--- src/rtl/inst_encoder.sv ---
// -----------------------------------------------------------------------------
// inst_encoder
//   Instruction encoder and program loader for the single-cycle MIPS core.
//   Accepts instruction descriptors over a valid/ready handshake, packs each
//   one into a 32-bit MIPS word, buffers the words in a small FIFO and writes
//   them sequentially into instruction memory from a programmable address.
//
// Parameters
//   DEPTH   encoded-word FIFO depth (power of 2, >= 2)
//   ADDR_W  IMEM word-address width
//
// Ports
//   clk         clock, all logic on the rising edge
//   rst_n       synchronous active-low reset
//   start       pulse: load write address, flush FIFO, clear count/err
//   start_addr  first IMEM word address, sampled on start
//   in_valid    descriptor valid
//   in_ready    encoder can accept a descriptor
//   in_op       mnemonic enum (0..18 legal, 19..31 illegal)
//   in_rs/in_rt/in_rd/in_sa  register / shift fields
//   in_imm      16-bit immediate
//   in_target   26-bit jump target field
//   im_we       IMEM write request
//   im_addr     IMEM word address
//   im_wdata    encoded instruction
//   im_ready    IMEM accepts the write this cycle
//   count       words written since start, saturating
//   err_illegal sticky flag: an undefined in_op was accepted
//   busy        FIFO non-empty
//   checksum    running XOR of completed write data
//
// Build option
//   ENC_CHECKSUM_EN  when defined, checksum is a real XOR accumulator;
//                    otherwise the port is tied to zero.
// -----------------------------------------------------------------------------
module inst_encoder #(
  parameter int DEPTH  = 4,
  parameter int ADDR_W = 10
) (
  input  logic              clk,
  input  logic              rst_n,
  input  logic              start,
  input  logic [ADDR_W-1:0] start_addr,
  input  logic              in_valid,
  output logic              in_ready,
  input  logic [4:0]        in_op,
  input  logic [4:0]        in_rs,
  input  logic [4:0]        in_rt,
  input  logic [4:0]        in_rd,
  input  logic [4:0]        in_sa,
  input  logic [15:0]       in_imm,
  input  logic [25:0]       in_target,
  output logic              im_we,
  output logic [ADDR_W-1:0] im_addr,
  output logic [31:0]       im_wdata,
  input  logic              im_ready,
  output logic [ADDR_W:0]   count,
  output logic              err_illegal,
  output logic              busy,
  output logic [31:0]       checksum
);

  localparam int PTR_W = (DEPTH > 1) ? $clog2(DEPTH) : 1;
  localparam logic [PTR_W:0]   OCC_FULL = (PTR_W+1)'(DEPTH);
  localparam logic [PTR_W:0]   OCC_ONE  = (PTR_W+1)'(1);
  localparam logic [PTR_W-1:0] PTR_ONE  = PTR_W'(1);

  typedef enum logic {S_IDLE, S_EMIT} state_e;

  state_e            state_q, state_d;
  logic [31:0]       mem_q [DEPTH];
  logic [PTR_W-1:0]  wr_ptr_q, wr_ptr_d;
  logic [PTR_W-1:0]  rd_ptr_q, rd_ptr_d;
  logic [PTR_W:0]    occ_q, occ_d;
  logic [ADDR_W-1:0] addr_q, addr_d;
  logic [ADDR_W:0]   count_q, count_d;
  logic              err_q, err_d;

  logic              full;
  logic              accept;
  logic              legal;
  logic              push;
  logic              pop;
  logic [31:0]       enc_word;

  // Pack a descriptor into a MIPS word. Fields a format does not use are
  // forced to zero (sa for ALU R-type, rs for shifts and LUI).
  function automatic logic [31:0] encode(input logic [4:0]  op,
                                         input logic [4:0]  rs,
                                         input logic [4:0]  rt,
                                         input logic [4:0]  rd,
                                         input logic [4:0]  sa,
                                         input logic [15:0] imm,
                                         input logic [25:0] tgt);
    logic [31:0] w;
    w = '0;
    case (op)
      5'd0:  w = {6'h00, rs, rt, rd, 5'd0, 6'h20};
      5'd1:  w = {6'h00, rs, rt, rd, 5'd0, 6'h21};
      5'd2:  w = {6'h00, rs, rt, rd, 5'd0, 6'h22};
      5'd3:  w = {6'h00, rs, rt, rd, 5'd0, 6'h23};
      5'd4:  w = {6'h00, rs, rt, rd, 5'd0, 6'h24};
      5'd5:  w = {6'h00, rs, rt, rd, 5'd0, 6'h25};
      5'd6:  w = {6'h00, rs, rt, rd, 5'd0, 6'h26};
      5'd7:  w = {6'h00, rs, rt, rd, 5'd0, 6'h2A};
      5'd8:  w = {6'h00, 5'd0, rt, rd, sa, 6'h00};
      5'd9:  w = {6'h00, 5'd0, rt, rd, sa, 6'h02};
      5'd10: w = {6'h08, rs, rt, imm};
      5'd11: w = {6'h09, rs, rt, imm};
      5'd12: w = {6'h0D, rs, rt, imm};
      5'd13: w = {6'h23, rs, rt, imm};
      5'd14: w = {6'h2B, rs, rt, imm};
      5'd15: w = {6'h04, rs, rt, imm};
      5'd16: w = {6'h0F, 5'd0, rt, imm};
      5'd17: w = {6'h02, tgt};
      5'd18: w = {6'h03, tgt};
      default: w = '0;
    endcase
    return w;
  endfunction

  function automatic logic op_legal(input logic [4:0] op);
    return (op <= 5'd18);
  endfunction

  // Handshake decode. in_ready looks at the registered occupancy only, so a
  // pop in a full cycle frees a slot for the following cycle.
  always_comb begin
    full     = (occ_q == OCC_FULL);
    in_ready = !full && !start;
    accept   = in_valid && in_ready;
    legal    = op_legal(in_op);
    push     = accept && legal;
    pop      = (state_q == S_EMIT) && im_ready && !start;
    enc_word = encode(in_op, in_rs, in_rt, in_rd, in_sa, in_imm, in_target);
  end

  // Next-state logic; start overrides every other update.
  always_comb begin
    state_d  = state_q;
    wr_ptr_d = wr_ptr_q;
    rd_ptr_d = rd_ptr_q;
    occ_d    = occ_q;
    addr_d   = addr_q;
    count_d  = count_q;
    err_d    = err_q;
    if (start) begin
      wr_ptr_d = '0;
      rd_ptr_d = '0;
      occ_d    = '0;
      addr_d   = start_addr;
      count_d  = '0;
      err_d    = 1'b0;
      state_d  = S_IDLE;
    end else begin
      if (push) begin
        wr_ptr_d = wr_ptr_q + PTR_ONE;
      end
      if (pop) begin
        rd_ptr_d = rd_ptr_q + PTR_ONE;
        addr_d   = addr_q + ADDR_W'(1);
        if (count_q != '1) begin
          count_d = count_q + (ADDR_W+1)'(1);
        end
      end
      case ({push, pop})
        2'b10:   occ_d = occ_q + OCC_ONE;
        2'b01:   occ_d = occ_q - OCC_ONE;
        default: occ_d = occ_q;
      endcase
      if (accept && !legal) begin
        err_d = 1'b1;
      end
      // Looking at the post-edge occupancy lets a word pushed into an empty
      // FIFO be presented to IMEM one cycle after its accept.
      state_d = (occ_d != '0) ? S_EMIT : S_IDLE;
    end
  end

  always_ff @(posedge clk) begin
    if (!rst_n) begin
      state_q  <= S_IDLE;
      wr_ptr_q <= '0;
      rd_ptr_q <= '0;
      occ_q    <= '0;
      addr_q   <= '0;
      count_q  <= '0;
      err_q    <= 1'b0;
    end else begin
      state_q  <= state_d;
      wr_ptr_q <= wr_ptr_d;
      rd_ptr_q <= rd_ptr_d;
      occ_q    <= occ_d;
      addr_q   <= addr_d;
      count_q  <= count_d;
      err_q    <= err_d;
    end
  end

  // FIFO storage holds data only; validity is tracked by the pointers.
  always_ff @(posedge clk) begin
    if (push) begin
      mem_q[wr_ptr_q] <= enc_word;
    end
  end

  assign im_we       = (state_q == S_EMIT);
  assign im_addr     = addr_q;
  assign im_wdata    = im_we ? mem_q[rd_ptr_q] : 32'h0;
  assign count       = count_q;
  assign err_illegal = err_q;
  assign busy        = (occ_q != '0);

`ifdef ENC_CHECKSUM_EN
  logic [31:0] cksum_q, cksum_d;

  always_comb begin
    cksum_d = cksum_q;
    if (start) begin
      cksum_d = '0;
    end else if (pop) begin
      cksum_d = cksum_q ^ im_wdata;
    end
  end

  always_ff @(posedge clk) begin
    if (!rst_n) begin
      cksum_q <= '0;
    end else begin
      cksum_q <= cksum_d;
    end
  end

  assign checksum = cksum_q;
`else
  assign checksum = 32'h0;
`endif

endmodule

--- config.mk ---
export PLATFORM = sky130hd
export DESIGN_NAME = inst_encoder
export DESIGN_NICKNAME = d
export VERILOG_FILES = /design/src/rtl/inst_encoder.sv
export SDC_FILE = /design/constraint.sdc
export NUM_CORES = 1
export LEC_CHECK = 0
export CAP_MARGIN = 15
export CORE_UTILIZATION = 45
export DETAILED_ROUTE_END_ITERATION = 7
export GPL_TIMING_DRIVEN = 0
export PLACE_DENSITY_LB_ADDON = 0.1
export REMOVE_ABC_BUFFERS = 1
export SKIP_CTS_REPAIR_TIMING = 1
export SYNTH_ARGS = -nofsm -noshare
export SYNTH_HDL_FRONTEND = slang
export SYNTH_SLANG_ARGS = --single-unit
--- constraint.sdc ---
create_clock -name clk -period 8.93 [get_ports clk]
set_clock_uncertainty 0.15 [all_clocks]
set_input_delay 1.786 -clock clk [delete_from_list [all_inputs] [get_ports clk]]
set_output_delay 1.786 -clock clk [all_outputs]
set_load 0.005 [all_outputs]
# == After elaboration in Yosys (flattened, before gate mapping) ==
# Memories as Yosys holds them, arrays and structs flattened. A register that Yosys moved wholly into a read port is not among the register bits.
# Cells that the tools add are included.
# totals
ff_bits,30
ramBits,128
in_bits,82
output_inout_bits,89
elab_cells,64
memories,1
# mem_list
memory,depth,word_bits,read_ports,rd_clocked_by_memory_dff,write_ports,line,text
mem_q,4,32,1,1,1,71,logic [31:0] mem_q [DEPTH];
# op_classes
addsub,6
order_cmp,1
n_eq_ne,22
mux,11
bitwise,1
reduce_logical,15
# ops
cell,count
32-bit case mux with 19 select lines,1
5-bit by 4-bit equality test with 1-bit output (second input constant),8
32-bit 2-to-1 mux,1
5-bit by 3-bit equality test with 1-bit output (second input constant),4
10-bit 2-to-1 mux,2
5-bit equality test (second input constant),3
11-bit by 1-bit adder with 11-bit output (second input constant),1
11-bit != test (second input constant),1
10-bit by 1-bit adder with 10-bit output (second input constant),1
5-bit by 2-bit equality test with 1-bit output (second input constant),2
1-bit logical AND,6
3-bit case mux with 2 select lines,1
3-bit nonzero test,2
5-bit by 1-bit equality test with 1-bit output (second input constant),1
5-bit less-or-equal comparator (second input constant),1
5-bit zero test,1
2-bit by 1-bit adder with 2-bit output (second input constant),2
2-bit 2-to-1 mux,2
3-bit by 1-bit adder with 3-bit output (second input constant),1
3-bit equality test (second input constant),1
1-bit zero test,3
1-bit 2-to-1 mux,3
3-bit 2-to-1 mux,1
3-bit by 1-bit subtractor with 3-bit output (second input constant),1
6 further kinds,6

# == Depth between registers and ports, before layout ==
# depth
depth_word,10
mapped_depth,10
depth_no_buf,9

# == Least setup slack after synthesis ==
# OpenSTA, ideal clock, no wires.
# synth_path
path_kind,input -> register
startpoint,in in_op[2]
endpoint,reg state_q (netlist: im_we)
setup_time_ns,0.127
arrival_time_ns,3.849
required_time_ns,8.653
slack_ns,4.803
cell_stages,10
path_buffers,1
cell_sequence,buf_2 > a211o_1 > a2111oi_4 > inv_1 > ha_1 > fa_1 > xnor2_1 > nor2_1 > xnor2_1 > a21oi_1
# synth_via
elab_chain_cells,7
elab_cells_between_ends,8
classes_between,1 x order compare; 2 x eq/ne; 3 x mux; 2 x reduce/logical
# synth_lines
element,line,text
start: declaration,46,"input logic [4:0] in_op,"
5-bit less-or-equal comparator (*),123,return (op <= 5'd18);
1-bit logical AND (*),133,push = accept && legal;
2-bit by 1-bit equality test with 1-bit output or 2-bit equality test (tied branches),166,"case ({push, pop})"
3-bit case mux with 2 select lines (*),166,
3-bit 2-to-1 mux (*),147,if (start) begin
3-bit nonzero test (*),176,state_d = (occ_d != '0) ? S_EMIT : S_IDLE;
1-bit 2-to-1 mux (*),176,
end signal: assignment,190,state_q <= state_d;
end: declaration,70,"state_e state_q, state_d;"
# Mark *: on every way between the ends. The rest lies on a longest branch, timed or not. The select of a mux whose other input is x is not followed.
# A chain may end at the register's enable or synchronous reset.

# == Worst setup path after layout ==
# layout_path
startpoint,in start
endpoint,out in_ready
# layout_via
elab_chain_cells,2
# layout_lines
element,line,text
start: declaration,42,"input logic start,"
1-bit zero test,130,in_ready = !full && !start;
1-bit logical AND,130,
end: declaration,45,"output logic in_ready,"
# No other way between the ends.

==> flow_metrics.env <==
export IMPL_finalHoldViolations=0
export IMPL_vias_per_cell=5.260
export IMPL_drt_initial_drc_count=216
export IMPL_hold_start="err_illegal$_SDFFE_PP0P_"
export IMPL_worst_pin_slew_ns=1.143
export IMPL_syn_cell_area_sq_um=7142
export IMPL_hold_ws_ns=0.3180
export IMPL_fin_setup_tns_ns=0
export IMPL_grt_setup_unrepaired="false"
export IMPL_dieHeight_microns=128.0
export IMPL_ys_warn_count=0
export IMPL_gr_total_overflow=0
export IMPL_layout_commonest_cell="clkdlybuf4s50_1"
export IMPL_crit_start="start"
export IMPL_path_class="in2out"
export IMPL_rows=45
export IMPL_ios=171
export IMPL_grt_busiest_layer="met2"
export IMPL_portBuffers=137
export IMPL_clock_path_buffers=2
export IMPL_seqCellArea_sq_um=4367
export IMPL_grt_pass1_wl_microns=23430
export IMPL_initial_core_util_pct=46.46
export IMPL_period_share_pct=57.43
export IMPL_required_ns=6.99
export IMPL_ir_drop_v=0.0001541
export IMPL_yosysSeqAreaShare_pct=61.11
export IMPL_hold_class="reg2reg"
export IMPL_antennaDiodeCount=0
export IMPL_maxCapViolCount=0
export IMPL_cts_tree="yes"
export IMPL_cts_max_level=4
export IMPL_vias=4576
export IMPL_grt_total_usage_pct=19.47
export IMPL_fp_dieW_microns=128.0
export IMPL_ys_ff_latch=156
export IMPL_grt_pass1_vias=4449
export IMPL_slew_violations=0
export IMPL_design_area_sq_um=9194
export IMPL_post_drt_wl_per_cell_microns=17.64
export IMPL_p_leak_nw=3.145
export IMPL_synthCells=515
export IMPL_dp_hpwl_microns=9903
export IMPL_clock_sinks=156
export IMPL_fin_nets=736
export IMPL_synth_edf_count=124
export IMPL_clock_latency_ns=0.42
export IMPL_core_sq_um=15370
export IMPL_syn_area_per_cell_sq_um=13.87
export IMPL_clkTransAtPathRegs_ns=0.06
export IMPL_drc_errors=0
export IMPL_routed_wl_microns=15350
export IMPL_use_met3_pct=5.092
export IMPL_r2r_start="occ_q[0]$_SDFF_PP0_"
export IMPL_max_clock_freq_mhz=195.0
export IMPL_status="completed"
export IMPL_yosysUniqueCellTypes=55
export IMPL_setup_violations=0
export IMPL_drive_gt1_share_pct=11.23
export IMPL_crit_fanout=12
export IMPL_multi_input_area_sq_um=2499
export IMPL_relSlewSlack_pct=23.77
export IMPL_dieArea_sq_um=16380
export IMPL_ant_nets=0
export IMPL_grt_antenna_before_repair=0
export IMPL_fillCellCount=1241
export IMPL_critPathArrivalTime_ns=3.19
export IMPL_clockRootBuffer="clkbuf_16"
export IMPL_grt_max_degree=32
export IMPL_grt_use_met1_pct=23.93
export IMPL_critPathCaptureType="output port"
export IMPL_p_total_mw=1.670
export IMPL_finalCriticalPeriod_ns=5.129
export IMPL_synth_ff_type="edfxtp_1"
export IMPL_start_kind="input pin"
export IMPL_placed_cell_area_sq_um=8582
export IMPL_gp_congestion=0.8252
export IMPL_final_cell_mix="137 x clkdlybuf4s50_1, 124 x edfxtp_1, 41 x nand2_1"
export IMPL_drt_pass1_iter_count=5
export IMPL_cts_buffers=17
export IMPL_grtUsageMet2_pct=32.64
export IMPL_p_per_area_nw_per_um2=181.6
export IMPL_async_reset_ff_share_pct=0
export IMPL_area_growth_pct=28.73
[cell type report]
| type | instances | share of cell area [%] |
|---|---|---|
| clock buffers | 20 | 4.750 |
| clock inverters | 12 | 1.851 |
| inverters | 9 | 0.3674 |
| multi-input cells | 322 | 27.18 |
| flip-flops and latches | 156 | 47.50 |
| well taps | 211 | 2.872 |
| repair buffers | 140 | 15.49 |
[path summary, 6_finish.rpt]
check,end,slack [ns],cells after the start
worst min-delay path,err_illegal$_SDFFE_PP0P_,0.32,2
worst max-delay path,in_ready,3.80,3
worst max register to register,im_we$_SDFF_PP0_,6.31,9
worst min register to register,err_illegal$_SDFFE_PP0P_,0.32,2
[through the flow]
step,instances,util [%],setup slack [ns]
2_1_floorplan,487,-,4.783
3_3_place_gp,835,55.47,3.396
3_5_place_dp,837,55.83,3.782
4_1_cts,869,59.78,3.773
5_1_grt,870,59.81,3.697
6_report,870,59.81,3.801
[state kept, by name, summed over array words and instances (netlist names), named ones only]
signal / flops
mem_q: 124
count: 11
im_addr: 10
occ_q: 3
rd_ptr_q: 2
wr_ptr_q: 2
err_illegal: 1
im_we: 1
[power breakdown]
part,internal (mW),switching [mW]
Clock,0.466,0.281
Combinational,0.0640,0.0542
Sequential,0.798,0.00679
Total,1.33,0.342
[Yosys cell counts (3+ instances only)]
master      n  area (sq um)
mux2i_1     4         40.04
a21oi_1    17         85.08
xnor2_1     8         70.07
a221o_1     3         30.03
a32oi_1     6         52.55
a22oi_1     5         37.54
dfxtp_1    32         640.6
a22o_1     12         105.1
mux4_2     31         698.2
or3_1       3         18.77
xor2_1     11         96.34
buf_2       8         40.04
nand2b_1    4         25.02
and2_1     40         250.2
clkbuf_1   16         60.06
nand2_1    41         153.9
nor3_1      3         15.01
nand4_1     6         37.54
nor2b_1     3         18.77
a211oi_1    3         22.52
o21ai_0    12         60.06
o31ai_1     5         37.54
buf_4      34         255.2
edfxtp_1  124          3724
nor2_1     26         97.59
nand3_1     8         40.04
ha_1        7         87.58
and4_1      3         26.28
inv_1       9         33.78
[routing by layer]
| metal | part of all wire [%] | vias up | wire [microns] |
|---|---|---|---|
| met5 | 0 | - | 0 |
| met4 | 1.6 | 0 | 240 |
| met3 | 5.1 | 19 | 783 |
| met2 | 51 | 123 | 7783 |
| met1 | 43 | 2279 | 6540 |
| li1 | - | 2155 | - |
[cell families (layout without fill, tap and decap cells)]
family / after synthesis / after routing / share of synthesized area, %
flops: 156 / 156 / 61.11
compound gates: 77 / 77 / 7.989
other cells: 1 / 33 / 0.05251
simple gates: 149 / 149 / 10.86
fa+ha+maj: 8 / 8 / 1.507
xor+xnor: 19 / 19 / 2.330
buf+inv: 69 / 181 / 5.659
mux: 36 / 36 / 10.49
[worst max-delay path: stages]
cell	delay (ns)
clkdlybuf4s50_1	0.63
nor2_1	0.24
clkdlybuf4s50_1	0.53
Note: power is estimated with default switching activity, not from simulation.
